[src/rtl/fetch_pkg.sv]
// Shared types and constants for the instruction-fetch front end.
//   fetch_state_e : fetch FSM states
//   INSTR_BYTES   : PC increment per sequential instruction
//   NOP_INSTR     : addi x0,x0,0, presented when no instruction is valid
//   fetch_pkt_t   : {instr, pc} pair handed to decode
package fetch_pkg;

  typedef enum logic [2:0] {
    BOOT,
    REQ,
    WAIT,
    HOLD,
    HALT
  } fetch_state_e;

  localparam int          INSTR_BYTES = 4;
  localparam logic [31:0] NOP_INSTR   = 32'h0000_0013;

  typedef struct packed {
    logic [31:0] instr;
    logic [31:0] pc;
  } fetch_pkt_t;

endpackage

[src/rtl/Adder.sv]
// Parameterized modulo-2^adder_size adder, shared by the core datapath.
//   a, b : operands
//   sum  : a + b, carry out discarded (wraps silently)
module Adder #(
  parameter int adder_size = 32
) (
  input  logic [adder_size-1:0] a,
  input  logic [adder_size-1:0] b,
  output logic [adder_size-1:0] sum
);

  assign sum = a + b;

endmodule

[src/rtl/pc_fetch_unit.sv]
// Program counter and instruction-fetch front end of the RV32I core.
// Issues one instruction-memory request at a time, buffers the returned
// instruction and presents {instr, pc} to decode.
//
// Ports:
//   clk, reset            : core clock, synchronous active-high reset
//   stall_i               : decode back-pressure
//   redirect_valid_i/target_i : taken branch/jump and its target
//   imem_req_*            : request channel (valid/ready, address = pc)
//   imem_rsp_*            : response channel (valid, instruction word)
//   instr_valid_o/instr_o/instr_pc_o/instr_ready_i : handoff to decode
//   pc_plus4_o            : pc + 4, link value for JAL/JALR
//   halted_o              : sticky misaligned-redirect error
//
// state | meaning
// BOOT  | one idle cycle after reset release
// REQ   | request for pc on the bus, waiting for ready
// WAIT  | request accepted, waiting for the response
// HOLD  | instruction buffered, waiting for decode to take it
// HALT  | misaligned redirect seen, frozen until reset
module pc_fetch_unit #(
  parameter int              XLEN         = 32,
  parameter logic [XLEN-1:0] RESET_VECTOR = '0,
  parameter logic [31:0]     NOP_INSTR    = 32'h0000_0013
) (
  input  logic            clk,
  input  logic            reset,
  input  logic            stall_i,
  input  logic            redirect_valid_i,
  input  logic [XLEN-1:0] redirect_target_i,
  output logic            imem_req_valid_o,
  output logic [XLEN-1:0] imem_req_addr_o,
  input  logic            imem_req_ready_i,
  input  logic            imem_rsp_valid_i,
  input  logic [31:0]     imem_rsp_data_i,
  output logic            instr_valid_o,
  output logic [31:0]     instr_o,
  output logic [XLEN-1:0] instr_pc_o,
  input  logic            instr_ready_i,
  output logic [XLEN-1:0] pc_plus4_o,
  output logic            halted_o
);

  import fetch_pkg::*;

  localparam logic [XLEN-1:0] PC_INCR = XLEN'(INSTR_BYTES);

  fetch_state_e    state, state_nxt;
  logic [XLEN-1:0] pc, pc_nxt, pc_plus4;
  logic            kill, kill_nxt;
  logic            instr_valid_nxt;
  logic [31:0]     instr_nxt;
  logic [XLEN-1:0] instr_pc_nxt;
  logic            halted_nxt;
  logic            misaligned;
  logic            accept;

  Adder #(.adder_size(XLEN)) u_pc_adder (
    .a   (pc),
    .b   (PC_INCR),
    .sum (pc_plus4)
  );

  assign imem_req_valid_o = (state == REQ);
  assign imem_req_addr_o  = pc;
  assign pc_plus4_o       = pc_plus4;

  always_ff @(posedge clk) begin
    if (reset) begin
      state         <= BOOT;
      pc            <= RESET_VECTOR;
      kill          <= 1'b0;
      instr_valid_o <= 1'b0;
      instr_o       <= NOP_INSTR;
      instr_pc_o    <= RESET_VECTOR;
      halted_o      <= 1'b0;
    end else begin
      state         <= state_nxt;
      pc            <= pc_nxt;
      kill          <= kill_nxt;
      instr_valid_o <= instr_valid_nxt;
      instr_o       <= instr_nxt;
      instr_pc_o    <= instr_pc_nxt;
      halted_o      <= halted_nxt;
    end
  end

  always_comb begin
    state_nxt       = state;
    pc_nxt          = pc;
    kill_nxt        = kill;
    instr_valid_nxt = instr_valid_o;
    instr_nxt       = instr_o;
    instr_pc_nxt    = instr_pc_o;
    halted_nxt      = halted_o;
    misaligned      = redirect_valid_i && (redirect_target_i[1:0] != 2'b00);
    accept          = instr_ready_i && !stall_i;

    // A misaligned target wins over everything; pc keeps its last good value.
    if (misaligned && state != HALT) begin
      state_nxt       = HALT;
      halted_nxt      = 1'b1;
      instr_valid_nxt = 1'b0;
      kill_nxt        = 1'b0;
    end else begin
      unique case (state)
        BOOT: state_nxt = REQ;
        REQ: begin
          if (redirect_valid_i) pc_nxt = redirect_target_i;
          if (imem_req_ready_i) begin
            // The accepted request used the old pc, so its data is stale.
            kill_nxt  = redirect_valid_i;
            state_nxt = WAIT;
          end
        end
        WAIT: begin
          if (redirect_valid_i) begin
            pc_nxt   = redirect_target_i;
            kill_nxt = 1'b1;
          end
          if (imem_rsp_valid_i) begin
            if (kill || redirect_valid_i) begin
              kill_nxt  = 1'b0;
              state_nxt = REQ;
            end else begin
              instr_nxt       = imem_rsp_data_i;
              instr_pc_nxt    = pc;
              instr_valid_nxt = 1'b1;
              state_nxt       = HOLD;
            end
          end
        end
        HOLD: begin
          if (redirect_valid_i) begin
            instr_valid_nxt = 1'b0;
            instr_nxt       = NOP_INSTR;
            pc_nxt          = redirect_target_i;
            state_nxt       = REQ;
          end else if (accept) begin
            instr_valid_nxt = 1'b0;
            pc_nxt          = pc_plus4;
            state_nxt       = REQ;
          end
        end
        HALT: state_nxt = HALT;
        default: state_nxt = BOOT;
      endcase
    end
  end

endmodule

[config.mk]
export PLATFORM = sky130hd
export DESIGN_NAME = pc_fetch_unit
export DESIGN_NICKNAME = d
export VERILOG_FILES = /design/src/rtl/fetch_pkg.sv /design/src/rtl/Adder.sv /design/src/rtl/pc_fetch_unit.sv
export SDC_FILE = /design/constraint.sdc
export NUM_CORES = 1
export LEC_CHECK = 0
export BUFFER_PORTS_ARGS = -buffer_cell sky130_fd_sc_hd__buf_4
export CORE_MARGIN = 1
export CORE_UTILIZATION = 50
export CTS_BUF_LIST = sky130_fd_sc_hd__clkbuf_8 sky130_fd_sc_hd__clkbuf_16
export CTS_CLUSTER_DIAMETER = 80
export DETAILED_ROUTE_END_ITERATION = 10
export GPL_ROUTABILITY_DRIVEN = 0
export HOLD_SLACK_MARGIN = 0.12
export PLACE_DENSITY_LB_ADDON = 0.12
export SYNTH_ARGS = -nofsm -noshare
export SYNTH_HDL_FRONTEND = slang
export SYNTH_SLANG_ARGS = --single-unit
export TNS_END_PERCENT = 10
[constraint.sdc]
create_clock -name clk -period 5 [get_ports clk]
set_clock_uncertainty 0.2 [all_clocks]
set_input_delay 1 -clock clk [delete_from_list [all_inputs] [get_ports clk]]
set_output_delay 1 -clock clk [all_outputs]
set_load 0.05 [all_outputs]
==> results by group <==
Yosys
  – Most common flop cell mapped by yosys: sky130_fd_sc_hd__dfxtp_1
  – Number of storage elements in the synthesis netlist: 102
  – Share of synthesized registers carrying an async set or reset: 0%
  – Post-synthesis area per instance: 7.79 µm²
  – Post-Syn Area: 4950 µm²
  – Number of flops mapped to enable cells by yosys: 0
  – Synthesized-area fraction occupied by ao, oa, aoi and oai cells: 20.1%
  – Library cell occupying the most area in the post-synthesis netlist: sky130_fd_sc_hd__dfxtp_1
  – Synth area leaders: sky130_fd_sc_hd__dfxtp_1, sky130_fd_sc_hd__nand2_1, sky130_fd_sc_hd__a21oi_1
  – Adder and majority gate portion of the synthesized area: 0.253%
  – XOR/XNOR share of the synthesized area: 4.95%
  – Largest family of logic cells by synthesized area: simple AND/OR/NAND/NOR gates
  – Most frequently used cell type in the post-synthesis netlist: sky130_fd_sc_hd__nand2_1
  – Syn. warnings: 0
  – Synth cell types: 54
  – Post-synthesis mux area share: 0%
  – Commonest cells post-synth: sky130_fd_sc_hd__nand2_1, sky130_fd_sc_hd__dfxtp_1, sky130_fd_sc_hd__a21oi_1
  – Synthesized Nets: 708
  – Synthesized-area fraction occupied by and/or/nand/nor cells: 27.4%
  – Area share of the leading cell type in the synthesized netlist: 41.2%
  – Sequential area share after synthesis: 41.2%
  – Instance count of the mapped netlist: 636

Floorplan
  – Y dimension of the die: 102 µm
  – Die width: 102 µm
  – I/O Pins: 202
  – Die area: 10,300 µm²
  – Core area: 9420 µm²
  – Standard-cell row count: 35
  – Starting density of the core: 52.6%

CTS
  – Clock transition at the registers of the reported paths: 0.11 ns
  – Count of hold-fix buffers inserted at cts: 0
  – Buffer type at the clock tree root: sky130_fd_sc_hd__clkbuf_8
  – Clock tree sinks: 102
  – CTS H-Tree Depth: 3
  – Skew-Pair Late Insertion Delay: 0.37 ns
  – CTS tree: yes
  – Number of buffers inserted to repair setup after CTS: 0
  – Clock tree buffer depth: 2
  – Inserted Clock Buffers: 9
  – Quantity of gates resized following cts: 0

STA
  – Min Clock Period, post-route: 3.93 ns
  – Period utilisation layout: 78.6%
  – Unrepaired setup endpoints after global routing: no
  – Slew HR: 17.4%
  – Post-route setup TNS: 0 ns
  – Slack of the critical path: 1.07 ns
  – Pins over their slew limit: 0
  – Final setup viols: 0
  – Final hold vios: 0
  – Highest Clock Rate: 255 MHz
  – Actual slew at the worst max-slew pin: 1.24 ns

Global route
  – Total global-route track usage: 28.1%
  – Number of global-route vias before repair: 4,605
  – Number of antenna violations at the first check in global routing: 0
  – Total grt overflow: 0
  – Largest net degree at the start of global routing: 87
  – First-pass GRT wire length: 23,000 µm

Routing
  – Number of iterations in the first detailed-routing pass: 5
  – WL/cell: 16.1 µm
  – Post-route DRC violation count: 0
  – Via count: 5,178
  – Number of vias per cell: 5.60
  – Number of DRC markers in iteration 0: 310
  – Total length of routed wires: 14,900 µm
  – Post-detailed-route count of antenna-violating nets: 0

Final layout
  – Post-Layout Cell Count: 925
  – Area occupied by multi-input gates: 2620 µm²
  – Number of nets in the layout: 864
  – Fraction of final layout cells sized beyond drive strength 1: 29.4%
  – Antenna Cells: 0
  – Number of filler instances in the final layout: 796
  – Fin area: 6580 µm²
  – Layout Area Growth over Synthesis: 32.9%
  – Reg area: 2040 µm²

Worst setup path
  – Worst r2r path cells: 5
  – Reg2reg setup slack: 1.96 ns
  – CP max FO: 7
  – Terminus of the critical flop-to-flop path: imem_req_addr_o[26]
  – Startpoint types: register
  – Critical Path Sink Type: output pin
  – Critical path start-end classification: reg2out
  – Required @ worst endpoint: 3.80 ns
  – Start of the worst register-to-register path: state[0]
  – Crit path DAT: 2.73 ns

Power and ir drop
  – Pwr per Cell Area: 227 nW/µm²
  – Leakage power of the design: 2.73 nW
  – IR Drop Worst-Case VDD: 0.160 mV

Placement
  – Worst Setup Slack post-DPL: 1.30 ns
  – Cell Area, Placed: 6400 µm²
  – DPL Wire Length: 10,600 µm
  – Port bufs: 201
  – Cell count after placement: 910

Worst hold path
  – Type of the most critical hold path: reg2reg
  – Worst Hold Path Cells: 2
  – End point of the worst hold path: instr_pc_o[14]
  – Worst hold start: instr_pc_o[14]

Flow run
  – Max_cap viols: 0

Outcome
  – Outcome: finished, final reports clean
==> how the worst max path moves through the flow <==
stage                                endpoint                from  depth (start not counted)
after detailed placement  imem_req_addr_o[31]               reset                          4
after global routing           pc_plus4_o[26]  imem_req_addr_o[2]                          6
after global placement    imem_req_addr_o[16]               reset                          4
after CTS                      pc_plus4_o[26]  imem_req_addr_o[2]                          6
final                          pc_plus4_o[26]  imem_req_addr_o[2]                          6
after floorplan                pc_plus4_o[26]  imem_req_addr_o[2]                          5
==> per-layer routing <==
metal | up-vias | share of wire [%] | track usage, %
met5 | - | 0 | 0
met4 | 0 | 1.7 | 9.59
met3 | 21 | 8.1 | 4.55
met2 | 241 | 48 | 45.1
met1 | 2379 | 42 | 38.5
li1 | 2537 | - | -
==> power by group <==
| part | internal (mW) | total [mW] | switching [mW] |
|---|---|---|---|
| Clock | 0.187 | 0.495 | 0.307 |
| Combinational | 0.0703 | 0.166 | 0.0958 |
| Sequential | 0.820 | 0.837 | 0.0166 |
==> kinds of logic after synthesis <==
logic type,Yosys count
and+or+nand+nor,278
buffers and inverters,71
xor gates and xnor gates,28
DFF,102
adders and majority gates,1
AOI/OAI and AO/OA,156
==> state kept, by name, indices dropped and copies added, names as in the netlist <==
register	count
state	3
instr_pc_o	32
halted_o	1
kill	1
instr_valid_o	1
imem_req_addr_o	32
instr_o	32
==> critical path, cell delays in order, from the launching register on <==
cell	delay [ns]
sky130_fd_sc_hd__dfxtp_1	0.46
sky130_fd_sc_hd__ha_1	0.27
sky130_fd_sc_hd__nand3_1	0.27
sky130_fd_sc_hd__nor4_1	0.61
sky130_fd_sc_hd__nand4_1	0.29
sky130_fd_sc_hd__xnor2_1	0.22
sky130_fd_sc_hd__buf_4	0.22
==> final cells by class <==
type	count	share of cell area [%]
multi-input combinational	463	39.9
tap	129	2.45
inverter	12	0.684
clock buffer	9	1.88
timing repair buffer	204	23.3
sequential	102	31.0
clock inverter	6	0.836
==> per-stage QoR <==
stage / hold slack (ns) / power, mW / utilization (%)
2_1_floorplan: 0.320 / 0.945 / -
3_3_place_gp: 0.241 / 1.02 / 68.0
3_5_place_dp: 0.247 / 1.02 / 68.0
4_1_cts: 0.262 / 1.50 / 69.9
5_1_grt: 0.284 / 1.55 / 69.9
6_report: 0.261 / 1.50 / 69.9
==> layout by cell type, fill, tap and decap left out, types with 4 or more instances in the layout <==
master                     Yosys  layout
sky130_fd_sc_hd__o31a_1        4       4
sky130_fd_sc_hd__o31ai_1       5       5
sky130_fd_sc_hd__dfxtp_1     102     102
sky130_fd_sc_hd__a21oi_1      73      73
sky130_fd_sc_hd__a22oi_1      11      11
sky130_fd_sc_hd__nor4_1        4       4
sky130_fd_sc_hd__inv_1        11      11
sky130_fd_sc_hd__a32o_1        7       7
sky130_fd_sc_hd__o32ai_1      10      10
sky130_fd_sc_hd__and3_1       12      12
sky130_fd_sc_hd__xnor2_1      22      22
sky130_fd_sc_hd__xor2_1        6       6
sky130_fd_sc_hd__nand3_1      32      32
sky130_fd_sc_hd__a21o_1        6       6
sky130_fd_sc_hd__and2_1        6       6
sky130_fd_sc_hd__nand4_1      14      14
sky130_fd_sc_hd__a31oi_1       4       4
sky130_fd_sc_hd__nor2_1       41      41
sky130_fd_sc_hd__buf_4         2     204
sky130_fd_sc_hd__nor3_1       10      10
sky130_fd_sc_hd__nand2_1     127     127
sky130_fd_sc_hd__clkbuf_8      0       9
sky130_fd_sc_hd__a311o_1       4       4
sky130_fd_sc_hd__nand2b_1      5       5
sky130_fd_sc_hd__o21ai_0      17      17
Note: power is estimated with default switching activity, not from simulation.
